$ cat src/rtl/adc_capture_pkg.sv
// rtl/adc_capture_pkg.sv - shared types and constants for the ADC capture engine
package adc_capture_pkg;

  localparam int SAMPLE_W   = 12;
  localparam int FRAME_BITS = 16;
  localparam int PAIR_W     = 2 * SAMPLE_W;

  typedef enum logic [2:0] {
    ST_IDLE  = 3'd0,
    ST_SETUP = 3'd1,
    ST_SHIFT = 3'd2,
    ST_WRITE = 3'd3,
    ST_QUIET = 3'd4
  } state_t;

  typedef enum logic [1:0] {
    BYTE_A_HI = 2'd0,
    BYTE_A_LO = 2'd1,
    BYTE_B_HI = 2'd2,
    BYTE_B_LO = 2'd3
  } byte_idx_t;

  // Pair layout is {A[11:0], B[11:0]}; tag fills the upper nibble of the high bytes.
  function automatic logic [7:0] pick_byte(input logic [1:0]        idx,
                                           input logic [PAIR_W-1:0] pair,
                                           input logic [3:0]        tag);
    logic [7:0] b;
    case (idx)
      BYTE_A_HI: b = {tag, pair[23:20]};
      BYTE_A_LO: b = pair[19:12];
      BYTE_B_HI: b = {tag, pair[11:8]};
      default:   b = pair[7:0];
    endcase
    return b;
  endfunction

endpackage

$ cat src/rtl/sample_fifo.sv
// rtl/sample_fifo.sv - synchronous sample-pair FIFO with occupancy count
module sample_fifo #(
  parameter int AW = 4,
  parameter int DW = 24
) (
  input  logic          clk_i,
  input  logic          reset_i,
  input  logic          push_i,
  input  logic          pop_i,
  input  logic [DW-1:0] wdata_i,
  output logic [DW-1:0] rdata_o,
  output logic          full_o,
  output logic          empty_o,
  output logic [AW:0]   count_o
);
  logic [DW-1:0] mem_q [2**AW];
  logic [AW-1:0] wr_q, rd_q;
  logic [AW:0]   count_q;
  logic          do_push, do_pop;

  assign full_o  = (count_q == (AW+1)'(2**AW));
  assign empty_o = (count_q == '0);
  assign count_o = count_q;
  assign rdata_o = mem_q[rd_q];

  // A pop frees the slot the simultaneous push lands in, so full does not block it.
  assign do_pop  = pop_i && !empty_o;
  assign do_push = push_i && (!full_o || do_pop);

  always_ff @(posedge clk_i) begin
    if (do_push) mem_q[wr_q] <= wdata_i;
  end

  always_ff @(posedge clk_i) begin
    if (reset_i) begin
      wr_q    <= '0;
      rd_q    <= '0;
      count_q <= '0;
    end else begin
      if (do_push) wr_q <= wr_q + AW'(1);
      if (do_pop)  rd_q <= rd_q + AW'(1);
      case ({do_push, do_pop})
        2'b10:   count_q <= count_q + (AW+1)'(1);
        2'b01:   count_q <= count_q - (AW+1)'(1);
        default: count_q <= count_q;
      endcase
    end
  end

endmodule

$ cat src/rtl/adc_capture.sv
// rtl/adc_capture.sv - dual-channel serial ADC capture serving bytes on the f2h pipe.
// Define ADC_CAPTURE_TAG_EN to carry a 4-bit frame sequence number in bytes 0 and 2.
module adc_capture
  import adc_capture_pkg::*;
#(
  parameter logic [6:0] CHANNEL    = 7'd1,
  parameter int         SCLK_DIV   = 3,
  parameter int         SAMPLE_DIV = 1088,
  parameter int         FIFO_AW    = 4
) (
  input  logic             clk_in,
  input  logic             reset,
  input  logic             enable,
  input  logic [6:0]       chanAddr,
  output logic [7:0]       f2hData,
  output logic             f2hValid,
  input  logic             f2hReady,
  output logic             adc_cs,
  output logic             adc_sclk,
  input  logic             adc_d0,
  input  logic             adc_d1,
  output logic             overflow,
  output logic [FIFO_AW:0] fifo_level
);
  localparam int TW = $clog2(SAMPLE_DIV);
  localparam int CW = $clog2(2 * SCLK_DIV);
  localparam int BW = $clog2(FRAME_BITS);

  if (SAMPLE_DIV < 36 * SCLK_DIV) begin : g_div_check
    $error("adc_capture: SAMPLE_DIV must be at least 36*SCLK_DIV");
  end

  state_t              state_q, state_d;
  logic [TW-1:0]       tick_q;
  logic [CW-1:0]       div_q, div_d;
  logic [BW-1:0]       bit_q, bit_d;
  logic                phase_q, phase_d;
  logic                tick, last_div, capture, write;
  logic                d0_q, d1_q;
  logic [SAMPLE_W-1:0] sh_a_q, sh_b_q;
  logic [1:0]          idx_q;
  logic                ovf_q, fifo_full, fifo_empty, pop;
  logic [PAIR_W-1:0]   head_pair;
  logic [3:0]          head_tag;

  assign tick     = (tick_q == TW'(SAMPLE_DIV - 1));
  assign last_div = (div_q == CW'(SCLK_DIV - 1));

  always_ff @(posedge clk_in) begin
    if (reset) begin
      tick_q  <= '0;
      state_q <= ST_IDLE;
      div_q   <= '0;
      bit_q   <= '0;
      phase_q <= 1'b0;
    end else begin
      tick_q  <= tick ? '0 : tick_q + TW'(1);
      state_q <= state_d;
      div_q   <= div_d;
      bit_q   <= bit_d;
      phase_q <= phase_d;
    end
  end

  always_comb begin
    state_d  = state_q;
    div_d    = div_q;
    bit_d    = bit_q;
    phase_d  = phase_q;
    capture  = 1'b0;
    write    = 1'b0;
    adc_cs   = 1'b1;
    adc_sclk = 1'b1;
    case (state_q)
      ST_IDLE: begin
        if (tick && enable) begin
          state_d = ST_SETUP;
          div_d   = '0;
        end
      end
      ST_SETUP: begin
        adc_cs = 1'b0;
        if (last_div) begin
          state_d = ST_SHIFT;
          div_d   = '0;
          bit_d   = '0;
          phase_d = 1'b0;
        end else begin
          div_d = div_q + CW'(1);
        end
      end
      ST_SHIFT: begin
        // phase_q=0 is the SCLK low half; its final edge samples the registered input.
        adc_cs   = 1'b0;
        adc_sclk = phase_q;
        if (last_div) begin
          div_d   = '0;
          phase_d = !phase_q;
          if (!phase_q) capture = 1'b1;
          else if (bit_q == BW'(FRAME_BITS - 1)) state_d = ST_WRITE;
          else bit_d = bit_q + BW'(1);
        end else begin
          div_d = div_q + CW'(1);
        end
      end
      ST_WRITE: begin
        write   = 1'b1;
        state_d = ST_QUIET;
        div_d   = '0;
      end
      ST_QUIET: begin
        if (div_q == CW'(2 * SCLK_DIV - 1)) state_d = ST_IDLE;
        else div_d = div_q + CW'(1);
      end
      default: state_d = ST_IDLE;
    endcase
  end

  always_ff @(posedge clk_in) begin
    d0_q <= adc_d0;
    d1_q <= adc_d1;
  end

  // Only the trailing 12 bits of the frame survive; the leading ones shift out the top.
  always_ff @(posedge clk_in) begin
    if (reset) begin
      sh_a_q <= '0;
      sh_b_q <= '0;
    end else if (capture) begin
      sh_a_q <= {sh_a_q[SAMPLE_W-2:0], d0_q};
      sh_b_q <= {sh_b_q[SAMPLE_W-2:0], d1_q};
    end
  end

`ifdef ADC_CAPTURE_TAG_EN
  localparam int FDW = PAIR_W + 4;
  logic [3:0]     seq_q;
  logic [FDW-1:0] fifo_wdata, fifo_rdata;

  always_ff @(posedge clk_in) begin
    if (reset)      seq_q <= '0;
    else if (write) seq_q <= seq_q + 4'd1;
  end

  assign fifo_wdata = {seq_q, sh_a_q, sh_b_q};
  assign head_tag   = fifo_rdata[FDW-1 -: 4];
  assign head_pair  = fifo_rdata[PAIR_W-1:0];
`else
  localparam int FDW = PAIR_W;
  logic [FDW-1:0] fifo_wdata, fifo_rdata;

  assign fifo_wdata = {sh_a_q, sh_b_q};
  assign head_tag   = 4'h0;
  assign head_pair  = fifo_rdata;
`endif

  sample_fifo #(.AW(FIFO_AW), .DW(FDW)) u_fifo (
    .clk_i   (clk_in),
    .reset_i (reset),
    .push_i  (write),
    .pop_i   (pop),
    .wdata_i (fifo_wdata),
    .rdata_o (fifo_rdata),
    .full_o  (fifo_full),
    .empty_o (fifo_empty),
    .count_o (fifo_level)
  );

  assign f2hValid = (chanAddr == CHANNEL) && !fifo_empty;
  assign pop      = f2hValid && f2hReady && (idx_q == BYTE_B_LO);
  assign f2hData  = f2hValid ? pick_byte(idx_q, head_pair, head_tag) : 8'h00;
  assign overflow = ovf_q;

  always_ff @(posedge clk_in) begin
    if (reset) begin
      idx_q <= '0;
      ovf_q <= 1'b0;
    end else begin
      if (f2hValid && f2hReady) idx_q <= idx_q + 2'd1;
      if (write && fifo_full && !pop) ovf_q <= 1'b1;
    end
  end

endmodule

$ cat config.mk
export PLATFORM = sky130hd
export DESIGN_NAME = adc_capture
export DESIGN_NICKNAME = d
export VERILOG_FILES = /design/src/rtl/adc_capture_pkg.sv /design/src/rtl/sample_fifo.sv /design/src/rtl/adc_capture.sv
export SDC_FILE = /design/constraint.sdc
export NUM_CORES = 1
export LEC_CHECK = 0
export CAP_MARGIN = 20
export CORE_MARGIN = 3
export CORE_UTILIZATION = 67
export CTS_CLUSTER_SIZE = 10
export DETAILED_ROUTE_END_ITERATION = 8
export GPL_TIMING_DRIVEN = 0
export HOLD_SLACK_MARGIN = 0.03
export PLACE_DENSITY = 0.86
export SLEW_MARGIN = 30
export SYNTH_ARGS = -nofsm -noshare
export SYNTH_HDL_FRONTEND = slang
export SYNTH_SLANG_ARGS = --single-unit
$ cat constraint.sdc
create_clock -name clk_in -period 11.1 [get_ports clk_in]
set_input_delay 2.22 -clock clk_in [delete_from_list [all_inputs] [get_ports clk_in]]
set_output_delay 2.22 -clock clk_in [all_outputs]
set_load 0.01 [all_outputs]
# Word-level counts from Yosys, hierarchy flattened
# Memory sizes are Yosys's and may differ from the RTL's. A register that Yosys moved wholly into a read port is not among the register bits.
# Cells that the tools add are included.
# totals
ram_bits	384
register_bits	64
inputBits	13
mem_count	1
# op_classes
n_addsub	8
n_eq_ne	23
reduce_logical	25
n_mux	32
# mem_list
name	words	width	rd	rd_ports_with_merged_regs	wr	line	text
u_fifo.mem_q	16	24	1	1	1	sample_fifo.sv:16	logic [DW-1:0] mem_q [2**AW];
# op_table
operator	count
2-to-1 mux 3 bit	9
2-to-1 mux 4 bit	6
one-hot mux 8 bit (3 select lines)	1
inequality test 2 bit, second input constant	8
one-hot mux 3 bit (5 select lines)	1
adder 4 x 1 -> 4 bit, second input constant	3
one-hot mux 3 bit (4 select lines)	1
adder 11 x 1 -> 11 bit, second input constant	1
equality test 11 bit, second input constant	1
2-to-1 mux 1 bit	10
one-hot mux 5 bit (2 select lines)	1
equality test 3 x 2 -> 1 bit, second input constant	3
logical AND 1 bit	8
2-to-1 mux 8 bit	1
one-hot mux 4 bit (2 select lines)	1
equality test 7 x 1 -> 1 bit, second input constant	1
equality test 2 bit, second input constant	3
equality test 3 bit, second input constant	2
AND reduction 3 bit	2
AND reduction 6 bit	1
adder 5 x 1 -> 5 bit, second input constant	1
equality test 5 bit, second input constant	1
zero test 5 bit	1
AND reduction 5 bit	1
other kinds (14)	20

# Depth between registers and ports, before layout
# Gate-level depths: netlist of the first run.
# depth
ltp_word	10
ltp_mapped	16

# Modules after synthesis
# Synthesis of the first run repeated with hierarchy kept, for this count alone.
# hier_totals
cells_unflattened	1020
hier_area_um2	17822.1
# modules_own_cells
module	seq_area_each_um2	n_inst	area_per_inst_um2	cells_each
sample_fifo	11871.4	1	15378.5	717
adc_capture	1021.0	1	2443.6	303

# Least setup slack after synthesis of the first run
# Ideal clock, no wire load.
# synth_path
path_type	in2out
start	in chanAddr[2]
end	out f2hData[3]
cell_stages	6
setup_slack_ns	5.325
t_arrival_ns	3.555
cell_sequence	or4_4 a211o_1 buf_6 a31oi_1 o21ai_0 a31oi_1
# synth_between
elab_chain_len	3
# synth_rtl
element	line	text
start, declared	adc_capture.sv:14	input logic [6:0] chanAddr,
equality test 7 x 1 -> 1 bit	adc_capture.sv:169	assign f2hValid = (chanAddr == CHANNEL) && !fifo_empty;
logical AND 1 bit	adc_capture.sv:169	
2-to-1 mux 8 bit	adc_capture.sv:171	assign f2hData = f2hValid ? pick_byte(idx_q, head_pair, head_tag) : 8'h00;
end, declared	adc_capture.sv:15	output logic [7:0] f2hData,
# No other way between the ends.

# Final worst setup path of the first run
# layout_path
start	in chanAddr[0]
end	out f2hData[2]
# The elaborated chain is that of the path after synthesis.

==> reports/metrics.yaml, run 1 <==
status: "finished, final reports clean"
place.port_buffers: 29
filler_cell_count: 1339
r2r_end: "u_fifo.count_o[4]"
syn_area_per_cell_um2: 17.8
synthDistinctLibCells: 58
rows: 59
cp-end-kind: "output port"
nets: 1130
clock_sinks: 452
start_util_pct: 68.3
drv_cap: 0
synth_nets: 1032
rsz0062_at_grt: "no"
ios: 30
drtPass1Iterations: 6
htreeDepth: 2
grt_max_degree: 19
final_core_util_pct: 78.2
wl_per_cell_um: 31.8
antenna_found_initial: 1
crit_required_ns: 8.88
slew_viol_final: 0
syn_inst: 1000
fin_crit_ns: 7.26
r2r_start: "u_fifo.count_o[1]"
ff_latch_area_um2: 12900
dp_cells: 1380
path_clk_slew_ns: 0.06
grt_usage_pct: 33.5
fin_skew_ns: 0.0353
reg2regPathDepth: 16
drt_drc_violations_left: 0
tns_ns: 0
cts_tree: "done"
cts_buffers: 51
clock-root-buffer: "clkbuf_16"
cts_hold_buf: 0
multiInputGateArea_um2: 4690
die_y_um: 169
cts_setup_buffers: 0
yosys_warnings: 0
powerDensity_nw_per_um2: 166
worst_pin_slew_ns: 0.980
wirelength_um: 46900
die_w_um: 169
max_slew_margin_pct: 34.7
areaGrowthSynthToFinish_pct: 14.5
vias: 10541
cp.arrival_ns: 5.04
cts_resized: 0
crit_path_end: "f2hData[2]"
dp_hpwl_um: 27700
die-area_um2: 28600
synth_edf_count: 384
crit_fanout: 9
ys_ff_latch: 452
antenna_left: 0
min_path_type: "reg2reg"
synth.top_cell.area_share_pct: 64.6
post-route-period-util_pct: 65.4
crit_type: "in2out"
synth_flop_cell: "edfxtp_1"
final_cells: 1473
final_common_cell: "edfxtp_1"
yosysSeqAreaShare_pct: 72.2
final_cell_mix: "edfxtp_1, mux4_2, nand2_1, dfxtp_1, clkbuf_1"
leakagePower_nw: 6.54
n_antenna_cell: 0
netlist_area_um2: 17800
critPathLaunch: "chanAddr[0]"
peakVddDrop_mv: 0.203
vias_per_cell: 7.16
grt-ovfl-total: 0
drt_iter0_markers: 1514
routabilityCongestion: 0.869
max_freq_mhz: 138
grt_pass1_vias: 10791
worstSkewPairLatency_ns: 0.58
synth_area_leaders: "edfxtp_1, mux4_2, dfxtp_1"
async_flop_share_pct: 0
final-setup-viol-count: 0
startpoint_type: "input port"
synth_top_area_cell: "edfxtp_1"
layout-drive-gt1-share_pct: 19.9
grt_first_pass_wirelength_um: 69400
finalHoldViolations: 0
core_area_um2: 26100
clk_path_buf_depth: 3
r2r_slack_ns: 7.38
==> cell type report <==
| type | instances | share of cell area [%] |
|---|---|---|
| plain buffers | 48 | 1.11 |
| clock buffers | 90 | 6.96 |
| clock inverters | 3 | 0.196 |
| inverters | 16 | 0.318 |
| multi-input cells | 484 | 22.9 |
| flip-flops and latches | 452 | 63.1 |
| well taps | 335 | 2.05 |
| repair buffers | 45 | 3.39 |
==> worst min-delay path by stage <==
stage,slack (ns),depth (start not counted),to,startpoint
floorplan,0.42,2,sh_b_q[0],d1_q
detailed placement,0.44,2,sh_a_q[0],d0_q
finish,0.45,2,sh_a_q[0],d0_q
global route,0.47,1,tick_q[0],tick_q[0]
global placement,0.44,1,tick_q[0],tick_q[0]
CTS,0.45,2,sh_a_q[0],d0_q
==> cells by family after synthesis <==
kind of cell	synth area share (%)
flip-flops	72.2
AND/OR/NAND/NOR	5.72
multiplexers	14.6
AO/OA/AOI/OAI	3.43
buffers and inverters	1.63
XOR/XNOR	1.08
adder cells (fa/ha/maj)	1.33
==> where the power goes <==
group          switching (W)  internal (W)   total, W
logic              0.0000432     0.0000314  0.0000746
registers         0.00000377       0.00182    0.00183
clock network       0.000641      0.000862    0.00150
==> state kept, by name, indices dropped and copies added (netlist names), 3 cells and up, named ones only <==
| signal | cells |
|---|---|
| tick_q | 11 |
| u_fifo.count_o | 5 |
| u_fifo.rd_q | 4 |
| bit_q | 4 |
| state_q | 3 |
| u_fifo.wr_q | 4 |
| sh_a_q | 12 |
| div_q | 3 |
| sh_b_q | 12 |
| u_fifo.mem_q | 384 |
==> per-stage QoR <==
| stage | area (um2) | total power [W] | setup WS, ns | hold slack [ns] |
|---|---|---|---|---|
| 2_1_floorplan | 17800 | 0.00191 | 5.33 | 0.417 |
| 3_3_place_gp | 18600 | 0.00193 | 4.05 | 0.441 |
| 3_5_place_dp | 19000 | 0.00193 | 3.99 | 0.438 |
| 4_1_cts | 20400 | 0.00340 | 3.95 | 0.450 |
| 5_1_grt | 20400 | 0.00348 | 3.77 | 0.474 |
| 6_report | 20400 | 0.00340 | 3.84 | 0.452 |
==> routing by layer <==
| layer | share of wire, % | GRT usage (%) |
|---|---|---|
| met1 | 34 | 44.0 |
| met2 | 49 | 54.7 |
| met3 | 12 | 8.15 |
| met4 | 5.2 | 14.5 |
| met5 | 0.028 | 0 |
==> synthesized netlist by cell type, types with 6 or more instances <==
library cell and n:
buf_4 6, o21ai_0 13, nand3_1 12, nor3_1 8
o22ai_1 12, buf_2 12, mux2_2 14, nand2_1 73
buf_1 8, and3_1 6, nor2_1 47, a21oi_1 42
mux2i_1 26, mux4_2 97, inv_1 15, dfxtp_1 68
clkbuf_1 20, ha_1 19, and2_1 17, xnor2_1 11
edfxtp_1 384, nor2b_1 8, xor2_1 11
==> worst max-delay path: stages <==
cell and delay (ns):
clkdlybuf4s50_1 0.45, or3b_2 0.45, a211o_1 0.30, buf_6 0.17, a21oi_1 0.12, o21ai_0 0.27, a31oi_1 0.44, clkdlybuf4s50_1 0.62
Power figures use the tool's default switching activity.
==> inputs of run 2 (changes only) <==
CORE_UTILIZATION = 56   (was 67)
PLACE_DENSITY = 0.76   (was 0.86)
clock period = 6.38 ns   (was 11.1 ns; I/O delays follow)
==> run 2 against run 1 <==
  * Design area increased by 0.80%
  * Critical endpoint is now f2hData[1]
  * Via count decreased by 5.5%
  * Combinational power increased by 74%
  * Flip-flop and latch count unchanged
  * Utilization decreased by 12 points
  * The run now ends with design-rule violations left
  * Sequential power increased by 74%
  * Highest routed layer is now met4
==> reports/metrics.yaml, run 2 (synthesis results as in run 1) <==
cp-end-kind: "output port"
vias_per_cell: 6.48  # -9.4%
cpPeakStageDelay_ns: 0.84  # +0.22 ns
wl_met2_um: 20500  # -10%
die-area_um2: 34100  # +19%
clock_sinks: 452  # unchanged
antenna_left: 0  # unchanged
crit_required_ns: 5.10  # -3.78 ns
ios: 30  # unchanged
n_antenna_cell: 0  # unchanged
worst_path_most_repeated_cell: "buf_1"
fin_skew_ns: 0.0161  # -0.0191 ns
leakagePower_nw: 6.58  # +0.64%
top_register: "u_fifo.mem_q"
wl_per_cell_um: 28.2  # -11%
crit_chain: "buf_2 -> buf_1 -> buf_1 -> nand2_1 -> o21ai_0 -> a31oi_1 -> clkdlybuf4s50_1"
cts_tree: "done"
largest_reg_flops: 384  # unchanged
drt_drc_violations_left: 1  # +1
drt_iter0_markers: 1331  # -12%
powerDensity_nw_per_um2: 290  # +74%
path_clk_slew_ns: 0.05  # about the same
tns_ns: 0  # unchanged
drtPass1Iterations: 9  # +3
layout-drive-gt1-share_pct: 20.0  # +0.14 points
wl_met1_um: 16800  # +5.5%
crit_type: "reg2out"
crit_family: "buffers and inverters"
drv_cap: 0  # unchanged
peakVddDrop_mv: 0.189  # -6.9%
total_power_w: 0.00597  # +75%
final-setup-viol-count: 0  # unchanged
grt_first_pass_wirelength_um: 63100  # -9.1%
min_path_type: "reg2reg"
grt-ovfl-total: 0  # unchanged
status: "finished, violations left"
reg.largest.list: "u_fifo.mem_q: 384 flops, sh_a_q: 12 flops, sh_b_q: 12 flops"
final_common_cell: "edfxtp_1"
nets: 1130  # unchanged
grt_max_degree: 19  # unchanged
cts_hold_buf: 0  # unchanged
final_cell_mix: "edfxtp_1, mux4_2, nand2_1, dfxtp_1, clkbuf_1"
violations: "design-rule violations"
hold_start: "tick_q[0]"
routabilityCongestion: 0.826  # -4.9%
max_slew_margin_pct: 31.1  # -3.5 points
slew_viol_final: 0  # unchanged
dp_hpwl_um: 26700  # -3.6%
worst_pin_slew_ns: 1.03  # +0.0526 ns
post-route-period-util_pct: 88.1
worstSkewPairLatency_ns: 0.57  # about the same
cts_resized: 0  # unchanged
filler_cell_count: 2005  # +50%
vias: 9959  # -5.5%
clock-root-buffer: "clkbuf_16"
crit_fanout: 10  # +1
areaGrowthSynthToFinish_pct: 15.4
cts_buffers: 51  # unchanged
rsz0062_at_grt: "no"
cp.arrival_ns: 4.34  # -0.70 ns
die_w_um: 185  # +9.1%
clk_path_buf_depth: 3  # unchanged
core_area_um2: 31000  # +19%
grt_usage_pct: 25.8  # -7.7 points
wirelength_um: 43300  # -7.5%
cts_setup_buffers: 0  # unchanged
r2r_start: "u_fifo.count_o[1]"
htreeDepth: 2  # unchanged
die_y_um: 185  # +9.1%
start_util_pct: 57.6  # -11 points
max_freq_mhz: 178
met3_length_um: 4470  # -20%
highest_layer: "met4"
fin_crit_ns: 5.62
antenna_found_initial: 0  # -1
finalHoldViolations: 0  # unchanged
startpoint_type: "flip-flop"
crit_buf_inv: 4  # +1
slowest_stage: "buf_1"
rows: 64  # +8.5%
grt_pass1_vias: 10094  # -6.5%
place.port_buffers: 29  # unchanged
## run 2: path summary, 6_finish.rpt
path / endpoint / slack, ns / depth (start not counted)
max: f2hData[1] / 0.76 / 7
min: tick_q[0] / 0.46 / 1
max reg2reg: u_fifo.count_o[4] / 2.48 / 16
min reg2reg: tick_q[0] / 0.46 / 1
## run 2: layout make-up
| cell class | instances | area (um2) | area share [%] |
|---|---|---|---|
| buffer | 48 | 226 | 1.10 |
| clock buffer | 93 | 1490 | 7.21 |
| clock inverter | 2 | 25.0 | 0.121 |
| inverter | 16 | 65.1 | 0.316 |
| multi-input combinational | 484 | 4690 | 22.7 |
| sequential | 452 | 12900 | 62.6 |
| tap | 396 | 495 | 2.40 |
| timing repair buffer | 45 | 731 | 3.55 |
## run 2: per-stage QoR
stage	setup slack (ns)	util, %	area (um2)	hold slack (ns)	cells
detailed placement	1.21	61.6	19100	0.459	1441
floorplan	2.16	-	17800	0.417	1000
global placement	1.26	60.1	18600	0.445	1425
CTS	0.955	66.5	20600	0.473	1536
finish	0.760	66.5	20600	0.464	1536
global route	0.763	66.5	20600	0.490	1536
## run 2: worst reg2reg max path, stage by stage, from the launching register on
cell and delay [ns]:
dfxtp_1 0.30, clkbuf_1 0.18, nor4_1 0.63, a211o_1 0.24
buf_6 0.20, clkinv_4 0.10, nand3_4 0.12, inv_1 0.07
ha_1 0.22, clkbuf_2 0.17, xor2_1 0.16, ha_1 0.22
o21a_1 0.18, o22a_1 0.21, a21oi_1 0.19, mux2i_1 0.26
mux2_2 0.35
## run 2: where the power goes
part,switching (W),internal (W),leakage [nW]
clock network,0.00110,0.00156,0.718
registers,0.00000641,0.00317,4.11
logic,0.0000751,0.0000549,1.75
total,0.00118,0.00479,6.58
## run 2: routing by layer
metal  GRT usage, %  up-vias
met1           35.7     5055
met2           40.6      647
met3           6.20      106
li1               -     4151
met5              0        -
met4           9.74        0
